==> src/rtl/motor_input_cond_if.sv <==
`default_nettype none
// ============================================================================
// Module      : motor_input_cond_if
// Description : Signal bundle between the raw motor-panel contacts and the
//               input conditioning stage.
//               master : drives the raw contacts, observes conditioned levels
//               slave  : the conditioning stage itself
//   btn_raw, up_limit_raw, dn_limit_raw : raw asynchronous bouncy contacts
//   activate                            : one-cycle pulse per button press
//   up_limit, dn_limit                  : debounced limit-switch levels
//   fault                               : limit-interlock fault level
// Revision    : 1.0 - initial release
// ============================================================================
interface motor_input_cond_if;
    logic btn_raw;
    logic up_limit_raw;
    logic dn_limit_raw;
    logic activate;
    logic up_limit;
    logic dn_limit;
    logic fault;

    modport master (
        output btn_raw, up_limit_raw, dn_limit_raw,
        input  activate, up_limit, dn_limit, fault
    );

    modport slave (
        input  btn_raw, up_limit_raw, dn_limit_raw,
        output activate, up_limit, dn_limit, fault
    );
endinterface
`default_nettype wire

==> src/rtl/motor_input_cond.sv <==
`default_nettype none
// ============================================================================
// Module      : motor_input_cond
// Description : Synchronises and debounces the push-button and the two limit
//               switches feeding the motor control FSM. Produces clean limit
//               levels and a single-cycle activate pulse per button press.
//   clk    : single clock, rising edge
//   rst_n  : asynchronous assert, active-low reset
//   bus    : motor_input_cond_if.slave (raw contacts in, conditioned out)
// Parameters  : DEBOUNCE_CYCLES (1 .. 2**CNT_W-1), CNT_W
// Build macro : MOTOR_INPUT_COND_INTERLOCK_EN - when defined, both limits
//               active together raise fault and suppress activate.
// Revision    : 1.0 - initial release
// ============================================================================
module motor_input_cond #(
    parameter int DEBOUNCE_CYCLES = 16,
    parameter int CNT_W           = 8
) (
    input  wire logic           clk,
    input  wire logic           rst_n,
    motor_input_cond_if.slave   bus
);

    localparam int              c_num_ch   = 3;
    localparam int              c_ch_btn   = 0;
    localparam int              c_ch_up    = 1;
    localparam int              c_ch_dn    = 2;
    localparam logic [CNT_W-1:0] c_cnt_last = CNT_W'(DEBOUNCE_CYCLES - 1);
    localparam logic [CNT_W-1:0] c_cnt_one  = CNT_W'(1);

    logic [c_num_ch-1:0] w_raw;
    logic [c_num_ch-1:0] w_db;
    logic [c_num_ch-1:0] w_db_next;
    logic                w_press;
    logic                w_fault_next;
    logic                r_activate;

    assign w_raw = {bus.dn_limit_raw, bus.up_limit_raw, bus.btn_raw};

    // Three identical channels: 2-flop synchroniser feeding a run-length
    // debouncer. The debounced level only flips after DEBOUNCE_CYCLES
    // consecutive synchronised samples that disagree with it.
    for (genvar g = 0; g < c_num_ch; g++) begin : g_ch
        logic             r_s1;
        logic             r_s2;
        logic             r_db;
        logic [CNT_W-1:0] r_cnt;
        logic             w_upd;

        assign w_upd        = (r_s2 != r_db) && (r_cnt == c_cnt_last);
        assign w_db_next[g] = w_upd ? r_s2 : r_db;
        assign w_db[g]      = r_db;

        always_ff @(posedge clk or negedge rst_n) begin
            if (!rst_n) begin
                r_s1  <= 1'b0;
                r_s2  <= 1'b0;
                r_db  <= 1'b0;
                r_cnt <= '0;
            end else begin
                r_s1 <= w_raw[g];
                r_s2 <= r_s1;
                r_db <= w_db_next[g];
                // Any agreeing sample, or an update, restarts the run.
                if (r_s2 == r_db || w_upd) begin
                    r_cnt <= '0;
                end else begin
                    r_cnt <= r_cnt + c_cnt_one;
                end
            end
        end
    end

    // Press = the button's debounced level is about to rise this edge.
    assign w_press = w_db_next[c_ch_btn] & ~w_db[c_ch_btn];

`ifdef MOTOR_INPUT_COND_INTERLOCK_EN
    logic r_fault;

    // Computed from next-state levels so fault lines up with the limit outputs.
    assign w_fault_next = w_db_next[c_ch_up] & w_db_next[c_ch_dn];

    always_ff @(posedge clk or negedge rst_n) begin
        if (!rst_n) begin
            r_fault <= 1'b0;
        end else begin
            r_fault <= w_fault_next;
        end
    end

    assign bus.fault = r_fault;
`else
    assign w_fault_next = 1'b0;
    assign bus.fault    = 1'b0;
`endif

    // A press arriving while the interlock is (newly) tripped is swallowed.
    always_ff @(posedge clk or negedge rst_n) begin
        if (!rst_n) begin
            r_activate <= 1'b0;
        end else begin
            r_activate <= w_press & ~w_fault_next;
        end
    end

    assign bus.activate = r_activate;
    assign bus.up_limit = w_db[c_ch_up];
    assign bus.dn_limit = w_db[c_ch_dn];

endmodule
`default_nettype wire

==> src/flat_wrapper.sv <==
// flat-port wrapper written by rule: the top's interface ports become plain ports
module motor_input_cond_flat 
#(
    parameter int DEBOUNCE_CYCLES = 16,
    parameter int CNT_W           = 8
)
  (clk, rst_n, bus_btn_raw, bus_up_limit_raw, bus_dn_limit_raw, bus_activate, bus_up_limit, bus_dn_limit, bus_fault);
  motor_input_cond_if bus_i ();
  input  wire logic clk;
  input  wire logic rst_n;
  input wire logic [$bits(bus_i.btn_raw)-1:0] bus_btn_raw;
  input wire logic [$bits(bus_i.up_limit_raw)-1:0] bus_up_limit_raw;
  input wire logic [$bits(bus_i.dn_limit_raw)-1:0] bus_dn_limit_raw;
  output wire logic [$bits(bus_i.activate)-1:0] bus_activate;
  output wire logic [$bits(bus_i.up_limit)-1:0] bus_up_limit;
  output wire logic [$bits(bus_i.dn_limit)-1:0] bus_dn_limit;
  output wire logic [$bits(bus_i.fault)-1:0] bus_fault;
  assign bus_i.btn_raw = bus_btn_raw;
  assign bus_i.up_limit_raw = bus_up_limit_raw;
  assign bus_i.dn_limit_raw = bus_dn_limit_raw;
  assign bus_activate = bus_i.activate;
  assign bus_up_limit = bus_i.up_limit;
  assign bus_dn_limit = bus_i.dn_limit;
  assign bus_fault = bus_i.fault;
  motor_input_cond #(.DEBOUNCE_CYCLES(DEBOUNCE_CYCLES), .CNT_W(CNT_W)) u_core (.clk(clk), .rst_n(rst_n), .bus(bus_i));
endmodule
==> config.mk <==
export PLATFORM = sky130hd
export DESIGN_NAME = motor_input_cond_flat
export DESIGN_NICKNAME = d
export VERILOG_FILES = /design/src/rtl/motor_input_cond_if.sv /design/src/rtl/motor_input_cond.sv /design/src/flat_wrapper.sv
export SDC_FILE = /design/constraint.sdc
export NUM_CORES = 1
export LEC_CHECK = 0
export CORE_ASPECT_RATIO = 1.4
export CORE_MARGIN = 3
export CORE_UTILIZATION = 52
export DETAILED_ROUTE_END_ITERATION = 12
export PLACE_DENSITY = 0.84
export SYNTH_ARGS = -nofsm -noshare
export SYNTH_HDL_FRONTEND = slang
export SYNTH_SLANG_ARGS = --single-unit
==> constraint.sdc <==
create_clock -name clk -period 1.5 [get_ports clk]
set_clock_uncertainty 0.05 [all_clocks]
set_input_delay 0.3 -clock clk [delete_from_list [all_inputs] [get_ports clk]]
set_output_delay 0.3 -clock clk [all_outputs]
set_load 0.1 [all_outputs]
==> run_results.csv <==
group,metric,value,unit
finish,finalNetCount,164,
floorplan,fp.dieH,69.85,µm
setup_path,cpPeakStageDelay,0.38,ns
placed_design,io_buffer_count,7,
setup_path,cp.arrival,1.63,ns
global_route,grt_usage,18.33,%
finish,drive_gt1_share,22.29,%
routing,drcViolationCount,0,
clock_tree,cts_tree,"done",
yosys,ys_warn_count,0,
yosys,synth-xor-area-share,4.050,%
clock_tree,ctsHoldBuffers,0,
clock_tree,path_clk_slew,0.11,ns
routing,drtIter0Drc,14,
setup_path,cp.depth,4,
routing,post_drt_wl_per_cell,15.13,µm
setup_path,crit_fanout,5,
timing,slew_violations,0,
clock_tree,cts_buffer_depth,2,
placed_design,placed_cells,184,
yosys,yosys-mux-area-fraction,2.231,%
yosys,synth.distinct_cells,29,
finish,area_growth,23.31,%
timing,tns,0,ns
timing,post-route-period-util,97.01,%
global_route,grt_pass1_vias,1148,
setup_path,crit_type,"reg -> reg",
power,ir_worst_vdd,869.6,µV
placed_design,dp_hpwl,2069,µm
clock_tree,clkSinkCount,34,
floorplan,rows,22,
timing,timing.hold.ws,0.2588,ns
floorplan,dieArea,0.003604,mm²
clock_tree,insertion_delay,0.34,ns
timing,max_freq,687.2,MHz
floorplan,start_util,56.12,%
setup_path,r2r_cells,4,
setup_path,crit_required,1.68,ns
routing,drt_pass1_iterations,2,
yosys,synth.cell_area,0.001514,mm²
power,p_total,1.959,mW
finish,utilization,69.20,%
yosys,synthAdderAreaFrac,2.479,%
yosys,synth-simple-area-share,20.91,%
setup_path,startpoint_type,"register",
global_route,grt_antenna_before_repair,0,
timing,hold_violations,0,
setup_path,critical_path.top_delay_family,"flip-flops",
routing,routed_wl,2921,µm
clock_tree,clockRootBuffer,"clkbuf_4",
yosys,synth_fp_nets,140,
yosys,avgSynthCellArea,11.47,µm²
status,status,"finished, final reports clean",
floorplan,core_area,0.002698,mm²
timing,final.min_clock_period,1.455,ns
setup_path,slowest_stage,"dfrtp_1",
timing,fin_ws,0.04490,ns
finish,fin_cells,193,
routing,via_per_inst,5.725,
finish,antenna_cells,0,
yosys,synth_top_family_by_area,"simple AND/OR/NAND/NOR gates",
timing,finalSetupViolCount,0,
setup_path,startpoint,"u_core.g_ch[1].r_cnt[1]",
flow_run,maxCapViolCount,0,
yosys,yosysSeqAreaShare,56.20,%
global_route,gr-total-overflow,0,
placed_design,place_area,0.001742,mm²
placed_design,place_ws,-0.002572,ns
routing,ant_nets,0,
clock_tree,cts_buffers,5,
yosys,synth_compound_area_share,11.90,%
routing,vias,1105,
yosys,synthCells,132,
floorplan,io_pins,9,
placed_design,place.gp.congestion,0.7800,
global_route,grt_max_degree,35,
setup_path,crit_chain,"ha_1 -> nand3_2 -> and2b_1 -> mux2_1",
yosys,ys_ff_latch,34,
floorplan,fp.dieW,51.60,µm
clock_tree,htree_levels,2,
setup_path,endpoint_kind,"register",
global_route,grt_pass1_wl,4954,µm
power,p_leak,0.8094,nW
setup_path,r2r_start,"u_core.g_ch[1].r_cnt[1]",
hold_path,hp-class,"in -> async",
power,p_per_area,1050,mW/mm²
setup_path,crit_buf_inv,0,
finish,stdcell_area,0.001867,mm²
==> cell usage after synthesis, drive strengths merged <==
master,instances,area [µm²]
and2b,2,15.01
a221o,1,10.01
nor4,3,55.05
a22o,1,8.760
nand4,4,37.53
nor2,10,37.54
ha,3,37.54
conb,1,3.750
nand2b,2,12.51
a31oi,2,12.51
buf,1,7.510
o21ai,9,45.04
a311oi,1,8.760
a41o,3,31.28
dfrtp,34,850.8
a21oi,12,63.81
nor3b,1,7.510
nand2,7,26.28
inv,6,22.52
mux2,3,33.78
xor2,1,8.760
nand3,7,50.05
or3,12,75.07
xnor2,6,52.55
==> state kept, by name (all words and copies together) (netlist names) <==
| name | flops |
|---|---|
| u_core.bus.up_limit | 1 |
| u_core.bus.activate | 1 |
| u_core.g_ch.r_s2 | 3 |
| u_core.g_ch.r_s1 | 3 |
| u_core.g_ch.r_db | 1 |
| u_core.bus.dn_limit | 1 |
| u_core.g_ch.r_cnt | 24 |
==> cells in the final DEF (no fill, tap or decap), types with 2 or more instances in the layout <==
| cell type | n |
|---|---|
| a21oi_1 | 11 |
| a31oi_1 | 2 |
| a41o_1 | 2 |
| and2b_1 | 2 |
| buf_12 | 4 |
| buf_4 | 10 |
| bufinv_16 | 2 |
| clkbuf_4 | 5 |
| clkdlybuf4s50_1 | 4 |
| dfrtp_1 | 32 |
| dfrtp_2 | 2 |
| ha_1 | 2 |
| inv_1 | 6 |
| mux2_1 | 3 |
| nand2_1 | 7 |
| nand2b_1 | 2 |
| nand3_1 | 4 |
| nand3_2 | 3 |
| nand4_1 | 2 |
| nand4_2 | 2 |
| nor2_1 | 10 |
| nor4_4 | 3 |
| o21ai_0 | 9 |
| or3_1 | 12 |
| xnor2_1 | 6 |
==> cells by family after synthesis <==
| group | after synthesis |
|---|---|
| mux | 3 |
| other cells | 1 |
| flops | 34 |
| xor+xnor | 7 |
| fa+ha+maj | 3 |
| buf+inv | 7 |
| simple gates | 48 |
| compound gates | 29 |
==> cell type report <==
type | instances | area, µm²
Timing Repair Buffer | 18 | 195.2
Inverter | 6 | 22.52
Multi-Input combinational cell | 91 | 644.4
Clock buffer | 5 | 37.54
Fill cell | 214 | 830.8
Sequential cell | 34 | 853.3
Tap cell | 36 | 45.04
Clock inverter | 3 | 68.82
==> metal layers <==
metal  part of all wire (%)  wire length (µm)  GRT usage (%)  vias up
met5                      0                 0              0        -
met4                    2.8                82          7.872        0
met3                    3.0                88          5.376       10
met2                     54              1583          32.15       14
met1                     40              1166          19.69      557
li1                       -                 -              -      524
==> what timing repair did <==
item / 4_1_cts / 5_1_grt
setup buffers: 1 / 0
pin swaps: 0 / 0
resized for setup: 0 / 2
endpoints found under the setup margin: 1 / 2
==> power breakdown <==
| group | leakage (nW) | internal [mW] | switching, mW |
|---|---|---|---|
| clock | 0.0554 | 0.521 | 0.329 |
| combinational | 0.304 | 0.0600 | 0.0752 |
| sequential | 0.450 | 0.945 | 0.0293 |
==> worst paths after layout <==
kind | endpoint | slack (ns)
worst max register to register | u_core.bus.up_limit | 0.04
worst min-delay path | u_core.bus.dn_limit | 0.26
min in group clk | u_core.g_ch[2].r_s2 | 0.31
worst max-delay path | u_core.bus.up_limit | 0.04
worst min register to register | u_core.g_ch[2].r_s2 | 0.31
max in group asynchronous | u_core.bus.up_limit | 0.95
Power figures use the tool's default switching activity.
